--- src/rtl/fetch_unit.sv ---
// Instruction-fetch stage with IF/ID pipeline register.
// Owns the PC and assembles one- and two-word (opcode + 16-bit immediate) instructions.
module fetch_unit #(
   parameter int unsigned                ADDR_WIDTH  = 20,
   parameter int unsigned                INSTR_WIDTH = 16,
   parameter logic [ADDR_WIDTH-1:0]      RESET_PC    = '0
) (
   input  logic                     clk,
   input  logic                     rst,
   input  logic                     pc_write,
   input  logic                     stall_fetch,
   input  logic                     flush_fetch,
   input  logic [ADDR_WIDTH-1:0]    branch_target,
   output logic [ADDR_WIDTH-1:0]    imem_addr,
   input  logic [INSTR_WIDTH-1:0]   imem_data,
   output logic [INSTR_WIDTH-1:0]   ifid_instr,
   output logic [INSTR_WIDTH-1:0]   ifid_imm,
   output logic [ADDR_WIDTH-1:0]    ifid_pc,
   output logic                     ifid_valid,
   output logic [2:0]               R_dest_fetch,
   output logic [2:0]               R_src_fetch
);

   typedef enum logic {S_FIRST, S_IMM} state_t;

   state_t                  state;
   logic [ADDR_WIDTH-1:0]   pc;
   logic [ADDR_WIDTH-1:0]   hold_pc;
   logic [INSTR_WIDTH-1:0]  hold_instr;

   assign imem_addr    = pc;
   assign R_dest_fetch = ifid_instr[10:8];
   assign R_src_fetch  = ifid_instr[7:5];

   // Flush beats stall; stall freezes everything; pc_write=0 freezes PC/FSM but bubbles IF/ID.
   always_ff @(posedge clk or posedge rst) begin
      if (rst) begin
         state      <= S_FIRST;
         pc         <= RESET_PC;
         hold_pc    <= '0;
         hold_instr <= '0;
         ifid_instr <= '0;
         ifid_imm   <= '0;
         ifid_pc    <= '0;
         ifid_valid <= 1'b0;
      end else if (flush_fetch) begin
         state      <= S_FIRST;
         pc         <= branch_target;
         ifid_instr <= '0;
         ifid_imm   <= '0;
         ifid_pc    <= '0;
         ifid_valid <= 1'b0;
      end else if (stall_fetch) begin
         state <= state;
      end else if (!pc_write) begin
         ifid_instr <= '0;
         ifid_imm   <= '0;
         ifid_pc    <= '0;
         ifid_valid <= 1'b0;
      end else begin
         pc <= pc + ADDR_WIDTH'(1);
         case (state)
            S_FIRST: begin
               if (imem_data[0]) begin
                  hold_instr <= imem_data;
                  hold_pc    <= pc;
                  state      <= S_IMM;
                  ifid_instr <= '0;
                  ifid_imm   <= '0;
                  ifid_pc    <= '0;
                  ifid_valid <= 1'b0;
               end else begin
                  ifid_instr <= imem_data;
                  ifid_imm   <= '0;
                  ifid_pc    <= pc;
                  ifid_valid <= 1'b1;
               end
            end
            S_IMM: begin
               ifid_instr <= hold_instr;
               ifid_imm   <= imem_data;
               ifid_pc    <= hold_pc;
               ifid_valid <= 1'b1;
               state      <= S_FIRST;
            end
            default: state <= S_FIRST;
         endcase
      end
   end

endmodule

--- config.mk ---
export PLATFORM = sky130hd
export DESIGN_NAME = fetch_unit
export DESIGN_NICKNAME = d
export VERILOG_FILES = /design/src/rtl/fetch_unit.sv
export SDC_FILE = /design/constraint.sdc
export NUM_CORES = 1
export LEC_CHECK = 0
export ABC_AREA = 0
export CAP_MARGIN = 20
export CORE_MARGIN = 2
export CORE_UTILIZATION = 34
export CTS_BUF_LIST = sky130_fd_sc_hd__clkbuf_16
export CTS_CLUSTER_DIAMETER = 150
export CTS_CLUSTER_SIZE = 8
export DETAILED_ROUTE_END_ITERATION = 10
export PLACE_DENSITY = 0.58
export REMOVE_ABC_BUFFERS = 1
export SLEW_MARGIN = 25
export SYNTH_ARGS = -nofsm -noshare
export SYNTH_HDL_FRONTEND = slang
export SYNTH_SLANG_ARGS = --single-unit
export TNS_END_PERCENT = 30
--- constraint.sdc ---
create_clock -name clk -period 9.6 [get_ports clk]
set_clock_uncertainty 0.05 [all_clocks]
set_input_delay 1.92 -clock clk [delete_from_list [all_inputs] [get_ports clk]]
set_output_delay 1.92 -clock clk [all_outputs]
set_load 0.05 [all_outputs]
# ---- After elaboration in Yosys (flattened, before gate mapping)
# Index checks and enable logic that the tools add are counted.
dict set report totals {
  reg_bits 110
  in_bits 41
  out_inout_bits 79
  wordCells 43
}
dict set report classes {
  add_sub_neg 1
  n_eq_ne 1
  muxes 27
  bitwise_logic 3
  reduce_logical 3
}
# op count
set ops {}
lappend ops {{two-way mux 20 bit} 7}
lappend ops {{two-way mux 16 bit} 7}
lappend ops {{case mux 16 bit (2 select lines)} 2}
lappend ops {{case mux 20 bit (2 select lines)} 1}
lappend ops {{adder 20 x 1 -> 20 bit (second input constant)} 1}
lappend ops {{two-way mux 1 bit} 8}
lappend ops {{AND reduction 5 bit} 1}
lappend ops {{case mux 1 bit (2 select lines)} 2}
lappend ops {{inverter 1 bit} 3}
lappend ops {{inequality test 2 x 1 -> 1 bit (second input constant)} 1}
lappend ops {{AND reduction 2 bit} 1}
lappend ops {{nonzero test 2 bit} 1}

# ---- Logic depth before layout (Yosys ltp)
# Gate-level depths: netlist of the first run.
dict set report logic_depth {
  word_depth 5
  depth_mapped 6
  depth_no_buf 5
}

# ---- Worst setup path before layout of the first run
# Ideal clock, no wire load.
dict set report synth_timing {
  kind {input to register}
  from {input port pc_write}
  to {register hold_pc[11]}
  setup_time_ns 0.125
  arrival_time_ns 3.050
  required_ns 9.425
  slack_ns 6.375
  path_stages 6
  path_buffers 3
  cell_sequence {nor2b_1 -> buf_2 -> and3_1 -> buf_2 -> buf_2 -> mux2_2}
}
dict set report synth_between {
  elab_chain_len 1
}
# item line_no
set synth_rtl {}
lappend synth_rtl {{from (decl)} 10} ;# input logic pc_write,
lappend synth_rtl {{AND reduction 5 bit (no line)} --}
lappend synth_rtl {{to (signal assigned)} 66} ;# hold_pc <= pc;
lappend synth_rtl {{to (decl)} 28} ;# logic [ADDR_WIDTH-1:0] hold_pc;
# No other way between the ends.
# A chain may end at the register's enable or synchronous reset.

# ---- Worst setup path after layout of the first run
dict set report layout_timing {
  from {input port flush_fetch}
  to {register hold_pc[17]}
}
dict set report layout_between {
  elab_chain_len 2
}
# item line_no
set layout_rtl {}
lappend layout_rtl {{from (decl)} 12} ;# input logic flush_fetch,
lappend layout_rtl {{inverter 1 bit (no line)} --}
lappend layout_rtl {{AND reduction 5 bit (no line)} --}
# No other way between the ends.

==> impl_metrics.yaml, run 1 <==
outcome:
  outcome: "completed"
critical_path:
  critical_path_peak_fanout: 39
  endpoint_kind: "register"
  crit_arrival_ns: 4.18
  crit_type: "input pin to register"
  start_kind: "input pin"
  critPathRequiredTime_ns: 9.79
layout:
  layout-drive-gt1-share_pct: 12.0
  areaGrowthSynthToFinish_pct: 33.5
  nets: 577
  antennaDiodeCount: 0
  fin_cells: 720
placement:
  gp_congestion: 0.733
  hpwlAfterDp_um: 7620
  place_inst: 704
  dpl_worst_slack_ns: 5.18
  portBuffers: 119
sta:
  setup_tns_ns: 0
  slew_headroom_pct: 42.8
  fin_ws_ns: 5.60
  drv_slew: 0
  rsz0062_at_grt: "no"
  report.final.hold_viol_count: 0
  post-route-period-util_pct: 41.7
  fin_crit_ns: 4.00
  setup-violations-final: 0
  fmax_ghz: 0.250
  worst_pin_slew_ns: 0.858
cts:
  hold_buffers: 0
  clkLatencyLatePin_ns: 0.35
  cts_max_level: 3
  cts_setup_buffers: 0
  cts_tree: "yes"
  cts_buffers: 9
  cts_resized: 0
  clock_path_buffers: 2
  cts_root_buf: "clkbuf_16"
  clock-sinks: 110
  clk_pin_slew_ns: 0.07
logic_synthesis:
  yosysSeqAreaShare_pct: 57.1
  synth_ff_type: "dfrtp_1"
  ys_types: 35
  synth_area_um2: 4820
  synthCells: 438
  synth_seq_cells: 110
  synth_enable_flop_cells: 0
  syn-mean-instance-area_um2: 11.0
  ys.warnings.count: 0
  async_flop_share_pct: 100
pwr:
  leakage_nw: 2.62
  p_clk_share_pct: 35.3
  combPwrFrac_pct: 16.6
  power.switching_w: 0.000318
  power.internal_w: 0.000828
  swShare_pct: 27.7
  powerDensity_nw_per_um2: 178
  ir_drop_uv: 92.5
  pwr-share-seq_pct: 48.1
floorplanning:
  ios: 120
  rows: 43
  core_area_um2: 13900
  initial_core_util_pct: 34.7
  die_area_um2: 15100
  die_w_um: 123
  fp.dieH_um: 123
job:
  max-cap-violations: 0
routing:
  drt_iter0_drc: 194
  ant_nets: 0
  vias: 3689
  viasPerCell: 5.12
  wl_um: 11800
  wl_per_cell_um: 16.4
  drt-pass1-iter-count: 5
  drc: 0
global_routing:
  grt_pass1_vias: 3523
  grt_overflow_total: 0
  grt_first_pass_wirelength_um: 18600
  grt_max_degree: 66
  gr-usage-all-layers_pct: 15.9
  antenna_found_initial: 0
min_path:
  hp-class: "register to register"
sequential cells by signal, summed over array words and instances (netlist names):
| signal | flops |
|---|---|
| hold_pc | 20 |
| ifid_pc | 20 |
| imem_addr | 20 |
| hold_instr | 16 |
| ifid_imm | 16 |
| ifid_instr | 16 |
| ifid_valid | 1 |
| state | 1 |
stage by stage:
step | instance area, um^2 | power (W) | util (%) | hold slack [ns]
6_report | 6430 | 0.00115 | 46.3 | 0.431
5_1_grt | 6430 | 0.00120 | 46.3 | 0.465
4_1_cts | 6430 | 0.00116 | 46.3 | 0.441
3_5_place_dp | 6110 | 0.000752 | 44.0 | 0.425
3_3_place_gp | 6110 | 0.000745 | 44.0 | 0.408
2_1_floorplan | 4630 | 0.000672 | - | 0.391
critical path, stage by stage:
cell and delay (ns):
clkdlybuf4s50_1 0.40, buf_4 0.25, inv_1 0.33, and3_2 0.84
mux2_2 0.42
routing by layer:
| metal | up-vias | track usage, % | wire length [um] |
|---|---|---|---|
| met5 | - | 0 | 0 |
| met4 | 0 | 4.33 | 127 |
| met3 | 13 | 4.11 | 613 |
| met2 | 100 | 24.7 | 5340 |
| met1 | 1824 | 22.1 | 5700 |
| li1 | 1752 | - | - |
power groups by stage:
stage	combinational [W]	sequential, W	clock [W]
2_1_floorplan	0.0000747	0.000598	0
3_3_place_gp	0.000189	0.000557	0
3_5_place_dp	0.000193	0.000559	0
4_1_cts	0.000194	0.000551	0.000413
5_1_grt	0.000207	0.000558	0.000434
6_report	0.000191	0.000551	0.000404
path summary, 6_finish.rpt:
check	from	end	slack, ns	cells past startpoint
max	flush_fetch	hold_pc[17]$_DFFE_PP0P_	5.60	5
min	hold_instr[0]$_DFFE_PP0P_	hold_instr[0]$_DFFE_PP0P_	0.43	1
max reg2reg	imem_addr[2]$_DFFE_PP0P_	imem_addr[17]$_DFFE_PP0P_	7.63	4
min reg2reg	hold_instr[0]$_DFFE_PP0P_	hold_instr[0]$_DFFE_PP0P_	0.43	1
max in group asynchronous	rst	state$_DFFE_PP0P_	6.27	3
min in group asynchronous	rst	ifid_instr[9]$_DFFE_PP0P_	1.92	2
cell type report:
class / instances / area, um^2
Tap cell: 180 / 225
Inverter: 4 / 17.5
Multi-Input combinational cell: 284 / 1870
Fill cell: 1300 / 7450
Clock inverter: 7 / 97.6
Sequential cell: 110 / 2750
Clock buffer: 9 / 225
Timing Repair Buffer: 126 / 1240
synthesized netlist by cell type (2+ instances only):
library cell	count	area share (%)
a21oi_1	21	2.2
nor3b_1	19	3.0
dfrtp_1	110	57
buf_4	6	0.93
inv_1	4	0.31
nand4_1	6	0.78
a31oi_1	2	0.26
and3_1	3	0.39
xor2_1	9	1.6
o211ai_1	6	0.93
nand3_1	10	1.0
o21ai_0	48	5.0
buf_2	9	0.93
nor2b_1	3	0.39
o31ai_1	2	0.31
and4_1	3	0.55
buf_1	3	0.23
xnor2_1	2	0.36
a22o_1	17	3.1
nand2_1	60	4.7
mux2_2	35	8.2
a22oi_1	15	2.3
clkbuf_1	21	1.6
or4_1	8	1.2
nor2_1	6	0.47
placed cells by master (no fill, tap or decap), types with 2 or more instances in the layout:
master / instances
a22o_1: 17
buf_4: 7
nor2_1: 5
bufinv_16: 2
nand2_1: 60
o31ai_1: 2
o211ai_1: 6
inv_1: 3
nor2b_1: 2
a21oi_1: 21
mux2_2: 35
clkinv_4: 2
and4_1: 3
nor3b_1: 19
nand4_1: 6
a31oi_1: 2
xor2_1: 9
and3_1: 2
nand3_1: 10
clkdlybuf4s50_1: 119
or4_1: 8
clkbuf_16: 9
dfrtp_1: 109
xnor2_1: 2
o21ai_0: 48
a22oi_1: 15
kinds of logic after synthesis:
group / after synthesis / share of synthesized area (%)
AND/OR/NAND/NOR: 125 / 13.8
AO/OA/AOI/OAI: 111 / 14.1
flip-flops: 110 / 57.1
buffers and inverters: 44 / 4.29
multiplexers: 36 / 8.39
XOR/XNOR: 11 / 2.00
adder cells (fa/ha/maj): 1 / 0.260
(Power assumes the default switching activity.)
==> run 2: changes to the inputs <==
- clock period: 9.6 -> 3.9 ns (I/O delays scaled with it)
==> run 2 against run 1 <==
Net effect: non-clock buffer count increased by 4; final area about the same; sequential cell count unchanged; clock-buffer cell count unchanged; cell count increased by 0.56%; global-route usage increased by 0.93 points.
==> impl_metrics.yaml, run 2 (synthesized netlist as in run 1, its figures left out) <==
outcome:
  outcome: "completed"
global_routing:
  use_met3_pct: 3.04
  grt_pass1_vias: 3649
  grt_overflow_total: 0
  antenna_found_initial: 0
  use_met1_pct: 23.6
  gr-usage-all-layers_pct: 16.9
  grt_max_degree: 58
  grt_first_pass_wirelength_um: 19800
  gr-usage-met2_pct: 26.5
  busiest_layer: "met2"
sta:
  fin_crit_ns: 2.76
  slew_headroom_pct: 41.4
  rsz0062_at_grt: "no"
  report.final.hold_viol_count: 0
  setup_tns_ns: 0
  setup-violations-final: 0
  post-route-period-util_pct: 70.7
  drv_slew: 0
  worst_pin_slew_ns: 0.879
  worst_hold_slack_ns: 0.422
  fmax_ghz: 0.363
cts:
  hold_buffers: 0
  clock_path_buffers: 2
  cts_max_level: 3
  cts_setup_buffers: 0
  cts_tree: "yes"
  clkLatencyLatePin_ns: 0.35
  cts_resized: 0
  clk_pin_slew_ns: 0.07
  clock-sinks: 110
  cts_buffers: 9
  cts_root_buf: "clkbuf_16"
min_path:
  hp-class: "register to register"
  hp-start: "hold_instr[0]$_DFFE_PP0P_"
critical_path:
  critPathTopFamily: "simple AND/OR/NAND/NOR gates"
  crit_arrival_ns: 2.94
  crit_slowest_cell: "and3_2"
  endpoint_kind: "register"
  r2r-start: "state$_DFFE_PP0P_"
  critical_path_peak_fanout: 36
  critPathRequiredTime_ns: 4.08
  start_kind: "input pin"
  slowest_delay_ns: 0.86
  crit_start: "pc_write"
  cp_num_buf_inv: 1
  crit_type: "input pin to register"
  cp_cell_sequence: "clkdlybuf4s50_1, nor2b_1, and3_2, mux2_2"
routing:
  drc: 0
  wl_um: 12400
  drt_iter0_drc: 269
  drt-pass1-iter-count: 4
  vias: 3737
  viasPerCell: 5.16
  ant_nets: 0
  wl_per_cell_um: 17.2
layout:
  finish.utilization_pct: 46.3
  nets: 581
  layout_commonest_cell: "clkdlybuf4s50_1"
  areaGrowthSynthToFinish_pct: 33.4
  final_cell_area_um2: 6430
  layout-drive-gt1-share_pct: 12.5
  layout_common_cells: "clkdlybuf4s50_1 (119), dfrtp_1 (109), nand2_1 (60)"
  antennaDiodeCount: 0
job:
  max-cap-violations: 0
floorplanning:
  ios: 120
  fp.dieH_um: 123
  die_area_um2: 15100
  die_w_um: 123
  core_area_um2: 13900
  rows: 43
  initial_core_util_pct: 34.7
pwr:
  ir_drop_uv: 228
  powerDensity_nw_per_um2: 426
  pwr-share-seq_pct: 49.6
  power.switching_w: 0.000770
  power.internal_w: 0.00197
  leakage_nw: 2.63
  p_clk_share_pct: 33.1
  swShare_pct: 28.1
  combPwrFrac_pct: 17.4
placement:
  portBuffers: 119
  gp_congestion: 0.718
  place_area_um2: 6140
  hpwlAfterDp_um: 8280
run 2: cell count changes in the layout (fill, tap and decap cells not counted):
cell       before  now
nor2_1          5    6
inv_6           1    0
clkinv_2        0    3
nor2_2          1    0
bufinv_16       2    1
clkinv_4        2    1
buf_4           7   11
run 2: worst paths after layout:
check	endpoint	slack (ns)	cells past startpoint
min in group asynchronous	ifid_pc[0]$_DFFE_PP0P_	0.79	2
setup / recovery	hold_instr[12]$_DFFE_PP0P_	1.14	4
max in group asynchronous	hold_instr[5]$_DFFE_PP0P_	2.25	3
hold reg to reg	hold_instr[0]$_DFFE_PP0P_	0.42	1
hold / removal	hold_instr[0]$_DFFE_PP0P_	0.42	1
setup reg to reg	hold_instr[12]$_DFFE_PP0P_	1.88	3
run 2: routing by layer:
| layer | vias up | wire length [um] |
|---|---|---|
| li1 | 1764 | - |
| met1 | 1858 | 5880 |
| met2 | 100 | 5750 |
| met3 | 15 | 598 |
| met4 | 0 | 218 |
| met5 | - | 0 |
run 2: power by group through the flow:
stage / Combinational [W] / Clock (W) / Sequential (W)
floorplan: 0.000184 / 0 / 0.00147
global placement: 0.000469 / 0 / 0.00137
detailed placement: 0.000480 / 0 / 0.00138
CTS: 0.000482 / 0.000926 / 0.00136
global route: 0.000515 / 0.000978 / 0.00137
finish: 0.000475 / 0.000906 / 0.00136
run 2: worst register-to-register path: stages, from the launching register on:
cell and delay [ns]:
dfrtp_2 0.40, nor2b_1 0.21, and3_2 0.81, mux2_2 0.43
run 2: metrics by stage:
stage                     total power, W  instances  worst slack (ns)
after global placement           0.00184        708             0.805
after global routing             0.00287        724             0.979
after CTS                        0.00276        724              1.14
final                            0.00274        724              1.14
after floorplan                  0.00166        398             0.168
after detailed placement         0.00186        708             0.772
run 2: layout make-up:
class	instances	area, um^2
fillers	1289	7450
flip-flops and latches	110	2750
repair buffers	130	1270
clock buffers	9	225
inverters	4	17.5
multi-input cells	284	1870
well taps	180	225
clock inverters	7	65.1
